<file path="src/rtl/traffic_light_ctrl.sv">
// Two-road traffic-light controller: a timed Moore FSM drives the NS/EW {R,Y,G} codes.
// A free-running scan select time-multiplexes both codes onto one shared LED bank.
module traffic_light_ctrl #(
    parameter int GREEN_CYC  = 8,
    parameter int YELLOW_CYC = 2,
    parameter int ALLRED_CYC = 1,
    parameter int SCAN_DIV   = 4
) (
    input  logic       clk,
    input  logic       rst_n,
    input  logic       en,
    input  logic       ped_req,
    output logic [2:0] ns_light,
    output logic [2:0] ew_light,
    output logic       scan_sel,
    output logic       cycle_end
);

    localparam int MAX_GY  = (GREEN_CYC > YELLOW_CYC) ? GREEN_CYC : YELLOW_CYC;
    localparam int MAX_DUR = (MAX_GY > ALLRED_CYC) ? MAX_GY : ALLRED_CYC;
    localparam int TW      = (MAX_DUR > 1) ? $clog2(MAX_DUR) : 1;
    localparam int SW      = (SCAN_DIV > 1) ? $clog2(SCAN_DIV) : 1;

    localparam logic [2:0] RED    = 3'b100;
    localparam logic [2:0] YELLOW = 3'b010;
    localparam logic [2:0] GREEN  = 3'b001;

    typedef enum logic [2:0] {
        NS_GREEN,
        NS_YELLOW,
        ALL_RED1,
        EW_GREEN,
        EW_YELLOW,
        ALL_RED2
    } state_e;

    state_e          state_q, state_d;
    logic [TW-1:0]   timer_q, timer_d;
    logic            pedPending_q, pedPending_d;
    logic            cycleEnd_q, cycleEnd_d;
    logic [2:0]      nsLight_q, nsLight_d;
    logic [2:0]      ewLight_q, ewLight_d;
    logic [SW-1:0]   scanCnt_q;
    logic            scanSel_q;
    logic            isGreen;

    function automatic state_e nextState(input state_e s);
        case (s)
            NS_GREEN:  return NS_YELLOW;
            NS_YELLOW: return ALL_RED1;
            ALL_RED1:  return EW_GREEN;
            EW_GREEN:  return EW_YELLOW;
            EW_YELLOW: return ALL_RED2;
            default:   return NS_GREEN;
        endcase
    endfunction

    function automatic logic [TW-1:0] loadValue(input state_e s);
        case (s)
            NS_GREEN, EW_GREEN:   return TW'(GREEN_CYC - 1);
            NS_YELLOW, EW_YELLOW: return TW'(YELLOW_CYC - 1);
            default:              return TW'(ALLRED_CYC - 1);
        endcase
    endfunction

    function automatic logic [2:0] nsCode(input state_e s);
        case (s)
            NS_GREEN:  return GREEN;
            NS_YELLOW: return YELLOW;
            default:   return RED;
        endcase
    endfunction

    function automatic logic [2:0] ewCode(input state_e s);
        case (s)
            EW_GREEN:  return GREEN;
            EW_YELLOW: return YELLOW;
            default:   return RED;
        endcase
    endfunction

    assign isGreen = (state_q == NS_GREEN) || (state_q == EW_GREEN);

    // Lights are decoded from the next state so they register on the same edge as the state.
    // A pedestrian request arriving on the clearing edge into all-red wins over the clear.
    always_comb begin
        state_d      = state_q;
        timer_d      = timer_q;
        pedPending_d = pedPending_q | ped_req;
        cycleEnd_d   = 1'b0;
        if (en) begin
            if (timer_q == '0) begin
                state_d    = nextState(state_q);
                timer_d    = loadValue(state_d);
                cycleEnd_d = (state_q == ALL_RED2);
                if ((state_d == ALL_RED1) || (state_d == ALL_RED2)) begin
                    pedPending_d = ped_req;
                end
            end else if (isGreen && pedPending_q && (timer_q > TW'(1))) begin
                timer_d = TW'(1);
            end else begin
                timer_d = timer_q - TW'(1);
            end
        end
        nsLight_d = nsCode(state_d);
        ewLight_d = ewCode(state_d);
    end

    always_ff @(posedge clk or negedge rst_n) begin
        if (!rst_n) begin
            state_q      <= ALL_RED2;
            timer_q      <= TW'(ALLRED_CYC - 1);
            pedPending_q <= 1'b0;
            cycleEnd_q   <= 1'b0;
            nsLight_q    <= RED;
            ewLight_q    <= RED;
        end else begin
            state_q      <= state_d;
            timer_q      <= timer_d;
            pedPending_q <= pedPending_d;
            cycleEnd_q   <= cycleEnd_d;
            nsLight_q    <= nsLight_d;
            ewLight_q    <= ewLight_d;
        end
    end

    // Scan select runs every clock, independent of the phase enable.
    always_ff @(posedge clk or negedge rst_n) begin
        if (!rst_n) begin
            scanCnt_q <= '0;
            scanSel_q <= 1'b0;
        end else if (scanCnt_q == SW'(SCAN_DIV - 1)) begin
            scanCnt_q <= '0;
            scanSel_q <= ~scanSel_q;
        end else begin
            scanCnt_q <= scanCnt_q + SW'(1);
        end
    end

    assign ns_light  = nsLight_q;
    assign ew_light  = ewLight_q;
    assign scan_sel  = scanSel_q;
    assign cycle_end = cycleEnd_q;

endmodule

</file>
<file path="config.mk">
export PLATFORM = sky130hd
export DESIGN_NAME = traffic_light_ctrl
export DESIGN_NICKNAME = d
export VERILOG_FILES = /design/src/rtl/traffic_light_ctrl.sv
export SDC_FILE = /design/constraint.sdc
export NUM_CORES = 1
export LEC_CHECK = 0
export BUFFER_PORTS_ARGS = -buffer_cell sky130_fd_sc_hd__buf_2
export CAP_MARGIN = 20
export CORE_ASPECT_RATIO = 1.4
export CORE_MARGIN = 1
export CORE_UTILIZATION = 45
export CTS_CLUSTER_SIZE = 24
export DETAILED_ROUTE_END_ITERATION = 8
export PLACE_DENSITY_LB_ADDON = 0.25
export SLEW_MARGIN = 20
export SYNTH_ARGS = -nofsm -noshare
export SYNTH_HDL_FRONTEND = slang
export SYNTH_SLANG_ARGS = --single-unit
</file>
<file path="constraint.sdc">
create_clock -name clk -period 2.15 [get_ports clk]
set_clock_uncertainty 0.15 [all_clocks]
set_input_delay 0.1075 -clock clk [delete_from_list [all_inputs] [get_ports clk]]
set_output_delay 0.1075 -clock clk [all_outputs]
set_load 0.03 [all_outputs]
</file>
==> results.md, run 1 <==
* Die H at 54.94 um
* Sequential power share at between 40% and 50%
* R2R Setup Slk at ~0.47 ns
* CTS H-Tree Depth at 1
* Gate power share at 42.3%
* Synth Register Bits at 17
* Critical Path AT at about 1.7 ns
* Max Cap Viol at 0
* FILL cells at about 170
* ANT nets after route at 0
* CTS resizes at 0
* WS Path Type: reg -> reg
* Core footprint at 0.001824 mm2
* Worst hold stages at 3
* Clk slew on worst S/H paths at around 0.10 ns
* Gate Count Post-Synth at a little under 80
* Dpl hpwl at 1.028 mm
* Synth top area share at between 30% and 40%
* Fraction of registers with async set/reset at 100.0%
* IO buf count at 11
* CP max FO at 6
* NetSw at 512.2 uW
* CTS tree: built
* WP data required at 2.20 ns
* Clk pwr share at 13.2%
* Post-synth EDFFs at 0
* Row count at 18
* Synth unique cells at 39
* Endpoints failing setup at 0
* Layout area overhead at 9.028%
* Slew headroom at 67.98%
* Final wirelength at 1.448 mm
* CTS root buffer: clkbuf_4
* WP depth at 5
* Buf/Inv on CP at 1
* Layout cells sized above 1 at 27.78%
* Vias in the first global route at between 500 and 600
* Full die area at 0.002187 mm2
* Routed via count at 596
* Part of the cycle the worst path needs at 78.32%
* DR iter-0 viols at 6
* All-Layer GR Usage at 17.33%
* Final hold violation count at 0
* Syn nets at between 80 and 90
* Antenna violations before repair at 0
* Largest net degree at the start of global routing at 18
* Sw Ratio at around two fifths
* Syn Std Cell Area at 900.9 um2
* Final Max Tran Viols at 0
* Global route overflow at 0
* F_max at 593.8 MHz
* Layout Nets at a little under 100
* Top cells by area, synth: dfrtp_1 (36%), dfstp_2 (12%), ha_1 (5.6%)
* Sink Count at 17
* Num CTS Buffers at 3
* Hold Crit Class: in -> reg
* RSZ-0062 raised after global routing: no
* Placer Congestion at around 0.71
* Top-count cell post-synth: dfrtp_1
* Total power at 1277 uW
* Status: complete, no violations
* Post-layout min period at 1.684 ns
* Peak supply drop at 0.0005653 V
* I/O pin cnt at 12
* Die Wd at 39.82 um
* ANT cells at 0
* Synth area leader: dfrtp_1
* CP endpoint kind: register
* Worst-Margin Slew at around 0.48 ns
* Most common library cells after synthesis: dfrtp_1 (13), nand2_1 (6), o21ai_0 (5)
* Leakage at roughly 0.00045 uW
* Drt pass-1 iters at 4
* Vias per cell at 5.418
* Clock tree buffer depth at 2
* Crit path max-delay family: simple AND/OR/NAND/NOR gates
* Ys flop type: dfrtp_1
* Post-synthesis sequential area ratio at 47.78%
* First-pass GRT wire length at 2.477 mm
* Mapped Avg Cell Area at 11.55 um2
* DRC at 0
* Worst-Skew Late Latency at 0.29 ns
* Initial Util at 49.38%
* Setup TNS at 0 ns
* R2R depth at 5
* Wire per inst at 13.16 um
* Max incr delay on CP at 0.41 ns
* Critical path's slowest cell: dfrtp_1
* Crit-path cells: inv_1 -> ha_1 -> and3b_1 -> nand2_1 -> o31ai_1
* Crit start category: register
* Internal cell power at 764.9 uW
* Syn. warnings at 0
* Power density cells at ~1300 mW/mm2
[layout by cell type (no fill, tap or decap), types with 2 or more instances in the layout]
cell / Yosys / final
dfrtp_1: 13 / 13
buf_2: 1 / 11
nand2_1: 6 / 6
o21ai_0: 5 / 5
inv_1: 4 / 4
ha_1: 4 / 4
dfstp_2: 4 / 4
nor2_1: 3 / 3
nand2b_1: 3 / 3
clkbuf_4: 0 / 3
o31ai_1: 2 / 2
a21oi_1: 2 / 2
o211ai_1: 2 / 2
a221o_1: 2 / 2
dlygate4sd3_1: 0 / 2
[sequential cells by signal, indices dropped and copies added, names as in the netlist]
name,count
scan_sel,1
ew_light,3
pedPending_q,1
cycle_end,1
ns_light,3
timer_q,3
scanCnt_q,2
state_q,3
[per-layer routing]
layer | vias to the layer above | share of wire [%] | GRT usage [%]
li1 | 301 | - | -
met1 | 279 | 45 | 20.26
met2 | 12 | 50 | 28.42
met3 | 4 | 2.9 | 4.800
met4 | 0 | 2.0 | 8.621
met5 | - | 0 | 0
[final timing paths]
check	startpoint	endpoint
worst max-delay path	timer_q[1]$_DFFE_PN0P_	state_q[1]$_DFF_PN0_
worst min-delay path	en	timer_q[0]$_DFFE_PN0P_
worst max register to register	timer_q[1]$_DFFE_PN0P_	state_q[1]$_DFF_PN0_
worst min register to register	scanCnt_q[0]$_DFF_PN0_	scanCnt_q[0]$_DFF_PN0_
max in group asynchronous	rst_n	state_q[0]$_DFF_PN1_
min in group asynchronous	rst_n	ns_light[0]$_DFF_PN0_
[power groups by stage]
stage               registers [uW]  clock network (uW)  logic [uW]
detailed placement             574                   0         539
CTS                            570                 178         546
global route                   593                 192         601
floorplan                      557                   0         484
global placement               570                   0         525
finish                         568                 168         540
[tightest hold or removal path: stages]
cell     delay (ns)
buf_2          0.14
o32ai_1        0.11
nor2_1         0.06
[stage by stage]
stage | setup slack [ns] | util [%] | hold WS, ns | instance area, um2 | instances
final | 0.4661 | 53.84 | 0.01608 | 982.2 | 110
after global routing | 0.3121 | 53.84 | 0.005001 | 982.2 | 110
after CTS | 0.4445 | 53.84 | 0.002171 | 982.2 | 110
after detailed placement | 0.4682 | 51.30 | -0.1030 | 935.9 | 104
after global placement | 0.5495 | 51.30 | -0.1049 | 935.9 | 104
after floorplan | 0.6656 | - | -0.3381 | 900.9 | 78
[what timing repair did]
item | CTS | global route
setup endpoints to repair | 0 | 0
hold endpoints to repair | 18 | 0
buffers inserted | 0 | 0
hold buffers | 2 | 0
[kinds of logic (layout without fill, tap and decap cells)]
group	Yosys count	after routing	share of synthesized area (%)
XOR/XNOR	4	4	6.807
adder cells (fa/ha/maj)	4	4	5.556
flip-flops	17	17	47.78
AND/OR/NAND/NOR	24	24	17.22
AO/OA/AOI/OAI	20	20	15.97
buffers and inverters	9	21	6.665
[final cells by class]
class                      instances  area (um2)  share of cell area (%)
clock buffer                       4       26.28                   2.675
inverter                           4       15.01                   1.529
multi-input combinational         52       410.4                   41.78
sequential                        17       430.4                   43.82
tap                               20       25.02                   2.548
timing repair buffer              13       75.07                   7.643
No activity file was read; power rests on OpenSTA's default activity.
==> run 2: changes to the inputs <==
==> constraint.sdc (replaced) <==
create_clock -name clk -period 1.6 [get_ports clk]
set_clock_uncertainty 0.15 [all_clocks]
set_input_delay 0.08 -clock clk [delete_from_list [all_inputs] [get_ports clk]]
set_output_delay 0.08 -clock clk [all_outputs]
set_load 0.03 [all_outputs]
==> results.md, run 2 (same netlist as run 1, synthesis figures left out) <==
* WS Path Type: reg -> reg
* Critical Path Start: timer_q[1]$_DFFE_PN0P_
* Part of the cycle the worst path needs at 97.13% (+19 points)
* Global route overflow at 0 (unchanged)
* Layout cells sized above 1 at 41.84% (+14 points)
* Routed via count at 636 (+6.7%)
* Multi-input logic area at 440.4 um2 (+7.3%)
* Layout area overhead at 19.17%
* FF-to-FF Start: timer_q[1]$_DFFE_PN0P_
* Leakage at 0.0004972 uW (+9.3%)
* Clock tree buffer depth at 2 (unchanged)
* Core footprint at 0.001824 mm2 (unchanged)
* IO buf count at 11 (unchanged)
* CP endpoint kind: register
* CTS tree: built
* Row count at 18 (unchanged)
* CTS root buffer: clkbuf_4
* Most common cell after layout, fill and taps aside: dfrtp_1
* Status: finished with violations
* Worst r2r dst: timer_q[2]$_DFFE_PN0P_
* Power density cells at 1789 mW/mm2 (+38%)
* Wire per inst at 13.45 um (+2.2%)
* Met2 Track Usage GR at 29.23% (+0.82 points)
* Most frequent cells in the layout: dfrtp_1 (13), buf_2 (11), buf_4 (8), nand2_1 (6), o21ai_0 (5)
* Sink Count at 17 (unchanged)
* Initial Util at 49.38% (unchanged)
* I/O pin cnt at 12 (unchanged)
* Core Util, Final at 58.85% (+5.0 points)
* Placement Cell Area at 980.9 um2 (+4.8%)
* FILL cells at 157 (-8.2%)
* Max Cap Viol at 0 (unchanged)
* Final hold violation count at 1 (+1)
* Failing checks: negative hold slack
* All-Layer GR Usage at 18.06% (+0.73 points)
* Final Max Tran Viols at 0 (unchanged)
* R2R Setup Slk at 0.05 ns (-0.42 ns)
* ANT nets after route at 0 (unchanged)
* Fin Hold WS at -0.02090 ns (-0.03698 ns)
* DR iter-0 viols at 9 (+3)
* Design Area, Final at 0.001074 mm2 (+9.3%)
* Worst-Skew Late Latency at 0.29 ns (about the same)
* Die H at 54.94 um (unchanged)
* Critical Path End: timer_q[2]$_DFFE_PN0P_
* Antenna violations before repair at 0 (unchanged)
* CTS H-Tree Depth at 1 (unchanged)
* Register area at 430.4 um2 (unchanged)
* Vias in the first global route at 595 (+7.2%)
* Endpoints failing setup at 0 (unchanged)
* Worst-Margin Slew at 0.3680 ns (-0.1123 ns)
* DRC at 0 (unchanged)
* Die Wd at 39.82 um (unchanged)
* WP data required at 1.62 ns (-0.58 ns)
* Critical Path AT at 1.58 ns (-0.15 ns)
* ANT cells at 0 (unchanged)
* Worst Min Path Start: en
* GR Util met3 at 2.400% (-2.4 points)
* Crit start category: register
* Pre-CTS worst setup slack at -0.02703 ns (-0.4952 ns)
* Full die area at 0.002187 mm2 (unchanged)
* Slew headroom at 75.46% (+7.5 points)
* Setup ws final at 0.04597 ns (-0.4201 ns)
* Placer Congestion at 0.7333 (+2.7%)
* Layout Nets at 107 (+8.1%)
* Final wirelength at 1.587 mm (+9.6%)
* Num CTS Buffers at 3 (unchanged)
* GRT met1 Usage at 21.82% (+1.6 points)
* Clk slew on worst S/H paths at 0.09 ns (about the same)
* Drt pass-1 iters at 4 (unchanged)
* Post-layout min period at 1.554 ns (-0.1299 ns)
* F_max at 643.5 MHz (+8.4%)
* Vias per cell at 5.390 (-0.52%)
* R2R depth at 5 (unchanged)
* Largest net degree at the start of global routing at 18 (unchanged)
* Worst hold stages at 3 (unchanged)
* CP max FO at 3 (-3)
* RSZ-0062 raised after global routing: no
* First-pass GRT wire length at 2.559 mm (+3.3%)
* Peak supply drop at 0.001307 V (+130%)
* Gr busiest metal: met2
* Hold Crit Class: in -> reg
* Dpl hpwl at 1.172 mm (+14%)
[run 2: final cells by class]
cell class                      instances  share of cell area [%]
Multi-Input combinational cell         52                   41.03
Sequential cell                        17                   40.09
Timing Repair Buffer                   21                   12.59
Tap cell                               20                   2.331
Clock buffer                            3                   2.098
Inverter                                4                   1.399
Clock inverter                          1                  0.4662
[run 2: metal layers]
metal	routed length [um]	part of all wire [%]
met4	36	2.3
met2	827	52
met1	678	43
met3	45	2.8
met5	0	0
[run 2: power by group]
group	internal [uW]	switching [uW]	total, uW
registers	573	123	696
logic	483	512	995
clock network	93.0	136	229
total	1150	771	1920
[run 2: timing repair]
action | CTS | global route
pin swaps | 0 | 3
setup endpoints to repair | 4 | 6
gates cloned | 0 | 0
hold buffers | 2 | 0
gates resized for setup | 2 | 6
hold endpoints to repair | 18 | 0
setup buffers | 1 | 1
[run 2: worst max-delay path, stage by stage, from the launching register on]
cell and delay [ns]:
dfrtp_1 0.38, inv_2 0.07, ha_2 0.18, o21ba_2 0.24, o211ai_1 0.08, a221o_1 0.34
[run 2: worst min path at each step]
| stage | end | slack (ns) |
|---|---|---|
| final | timer_q[0]$_DFFE_PN0P_ | -0.02 |
| after global routing | timer_q[0]$_DFFE_PN0P_ | 0.003 |
| after CTS | timer_q[0]$_DFFE_PN0P_ | 0.004 |
| after detailed placement | ew_light[1]$_DFF_PN0_ | -0.13 |
| after global placement | ew_light[1]$_DFF_PN0_ | -0.14 |
| after floorplan | cycle_end$_DFF_PN0_ | -0.37 |
[run 2: per-stage QoR]
stage / power [uW] / instances / setup TNS [ns]
final: 1920 / 118 / 0
after global routing: 2057 / 118 / 0
after CTS: 1870 / 117 / 0
after detailed placement: 1587 / 110 / -0.02915
after global placement: 1564 / 110 / 0
after floorplan: 1399 / 78 / 0
==> run 3: changes to the inputs <==
--- a/config.mk
+++ b/config.mk
@@ -7,9 +7,11 @@
 export LEC_CHECK = 0
 export BUFFER_PORTS_ARGS = -buffer_cell sky130_fd_sc_hd__buf_2
 export CAP_MARGIN = 20
+export CELL_PAD_IN_SITES_DETAIL_PLACEMENT = 0
+export CELL_PAD_IN_SITES_GLOBAL_PLACEMENT = 1
 export CORE_ASPECT_RATIO = 1.4
-export CORE_MARGIN = 1
-export CORE_UTILIZATION = 45
+export CORE_MARGIN = 2
+export CORE_UTILIZATION = 43
 export CTS_CLUSTER_SIZE = 24
 export DETAILED_ROUTE_END_ITERATION = 8
 export PLACE_DENSITY_LB_ADDON = 0.25
==> results.md, run 3 (same netlist as run 1, synthesis figures left out) <==
* IO buf count at 11 (unchanged)
* Global route overflow at 0 (unchanged)
* Drt pass-1 iters at 4 (unchanged)
* Sink Count at 17 (unchanged)
* Peak supply drop at 0.0008982 V (-31%)
* CTS root buffer: clkbuf_4
* Vias in the first global route at 597 (+0.34%)
* CTS tree: built
* Clock tree buffer depth at 2 (unchanged)
* Initial Util at 45.66% (-3.7 points)
* Max Cap Viol at 0 (unchanged)
* Part of the cycle the worst path needs at 96.46% (-0.67 points)
* DR iter-0 viols at 15 (+6)
* R2R Setup Slk at 0.06 ns (about the same)
* Power density cells at 1766 mW/mm2 (-1.2%)
* Layout area overhead at 19.72%
* Row count at 19 (+1)
* Clk slew on worst S/H paths at 0.10 ns (about the same)
* ANT nets after route at 0 (unchanged)
* Dpl hpwl at 1.100 mm (-6.2%)
* Placer Congestion at 0.7441 (+1.5%)
* First-pass GRT wire length at 2.594 mm (+1.4%)
* Num CTS Buffers at 3 (unchanged)
* Setup TNS at 0 ns (unchanged)
* RSZ-0062 raised after global routing: no
* Slew headroom at 75.42% (about the same)
* Most frequent cells in the layout: dfrtp_1 (13), buf_2 (11), buf_4 (8), nand2_1 (6)
* Final Max Tran Viols at 0 (unchanged)
* CTS H-Tree Depth at 1 (unchanged)
* CP endpoint kind: register
* WP data required at 1.63 ns (about the same)
* Final wirelength at 1.545 mm (-2.6%)
* Layout Nets at 108 (+0.93%)
* I/O pin cnt at 12 (unchanged)
* F_max at 648.0 MHz (+0.69%)
* Register area at 430.4 um2 (unchanged)
* Largest net degree at the start of global routing at 18 (unchanged)
* Post-layout min period at 1.543 ns (-0.01072 ns)
* Leakage at 0.0005111 uW (+2.8%)
* Status: complete, no violations
* Setup ws final at 0.05670 ns (+0.01072 ns)
* Wire per inst at 12.88 um (-4.3%)
* Worst r2r dst: timer_q[1]$_DFFE_PN0P_
* CP max FO at 4 (+1)
* Endpoints failing setup at 0 (unchanged)
* Routed via count at 649 (+2.0%)
* Most common cell after layout, fill and taps aside: dfrtp_1
* Placement Cell Area at 989.7 um2 (+0.89%)
* Die Wd at 42.69 um (+7.2%)
* Design Area, Final at 0.001079 mm2 (+0.47%)
* Hold Crit Class: in -> async
* All-Layer GR Usage at 14.03% (-4.0 points)
* Pre-CTS worst setup slack at 0.03351 ns (+0.06054 ns)
* Final hold violation count at 0 (-1)
* Vias per cell at 5.408 (+0.34%)
* Critical Path AT at 1.57 ns (about the same)
* Core footprint at 0.001973 mm2 (+8.2%)
* Full die area at 0.002482 mm2 (+13%)
* Die H at 58.16 um (+5.9%)
* DRC at 0 (unchanged)
* Antenna violations before repair at 0 (unchanged)
* ANT cells at 0 (unchanged)
* FILL cells at 180 (+15%)
* Layout cells sized above 1 at 38.38% (-3.5 points)
* WS Path Type: reg -> reg
* Crit start category: register
* Critical Path Start: timer_q[0]$_DFFE_PN0P_
* R2R depth at 4 (-1)
* Multi-input logic area at 434.2 um2 (-1.4%)
* Critical Path End: timer_q[1]$_DFFE_PN0P_
* Worst-Margin Slew at 0.3687 ns (+0.0006657 ns)
* FF-to-FF Start: timer_q[0]$_DFFE_PN0P_
* Worst-Skew Late Latency at 0.29 ns (about the same)
run 3: cell count changes in the layout (fill, tap and decap cells not counted), sizes merged:
cell,delta
dlygate4sd3,+1
run 3: how the worst min path moves through the flow:
| stage | start | endpoint | slack [ns] | cells after the start |
|---|---|---|---|---|
| finish | rst_n | cycle_end$_DFF_PN0_ | 0.07 | 2 |
| floorplan | rst_n | cycle_end$_DFF_PN0_ | -0.37 | 0 |
| CTS | rst_n | cycle_end$_DFF_PN0_ | 0.08 | 2 |
| global placement | rst_n | cycle_end$_DFF_PN0_ | -0.13 | 1 |
| detailed placement | rst_n | cycle_end$_DFF_PN0_ | -0.13 | 1 |
| global route | rst_n | timer_q[1]$_DFFE_PN0P_ | 0.10 | 2 |
run 3: worst max-delay path: stages, from the launching register on:
cell	delay (ns)
dfrtp_1	0.43
ha_2	0.20
o21ba_2	0.24
o211ai_1	0.08
a221o_1	0.33
run 3: cell type report:
class                   count  area share (%)
flip-flops and latches     17           39.91
well taps                  21           2.436
clock buffers               3           2.088
repair buffers             22           13.46
inverters                   4           1.392
clock inverters             1          0.4640
multi-input cells          52           40.26
run 3: stage by stage:
stage	std cells	hold WS, ns	total power (uW)	utilization [%]
2_1_floorplan	78	-0.3656	1399	-
3_3_place_gp	112	-0.1294	1592	50.16
3_5_place_dp	112	-0.1322	1591	50.16
4_1_cts	119	0.08218	1835	53.08
5_1_grt	120	0.1032	2045	54.66
6_report	120	0.06924	1905	54.66
run 3: power by group:
group | total, uW | leakage (uW) | switching (uW) | internal (uW)
Combinational | 972 | 0.000292 | 487 | 486
Clock | 231 | 0.0000177 | 138 | 92.9
Sequential | 702 | 0.000201 | 128 | 574
Total | 1900 | 0.000511 | 753 | 1150
run 3: timing repair:
item / 4_1_cts / 5_1_grt
gates resized for setup: 0 / 7
hold buffers: 3 / 0
buffers inserted: 0 / 1
endpoints found under the hold margin: 19 / 0
setup endpoints to repair: 0 / 8
run 3: routing by layer:
layer	vias up	GRT usage (%)	part of all wire, %
li1	320	-	-
met5	-	0	0
met2	14	23.59	49
met4	0	8.036	2.0
met3	4	2.804	3.1
met1	311	16.33	45
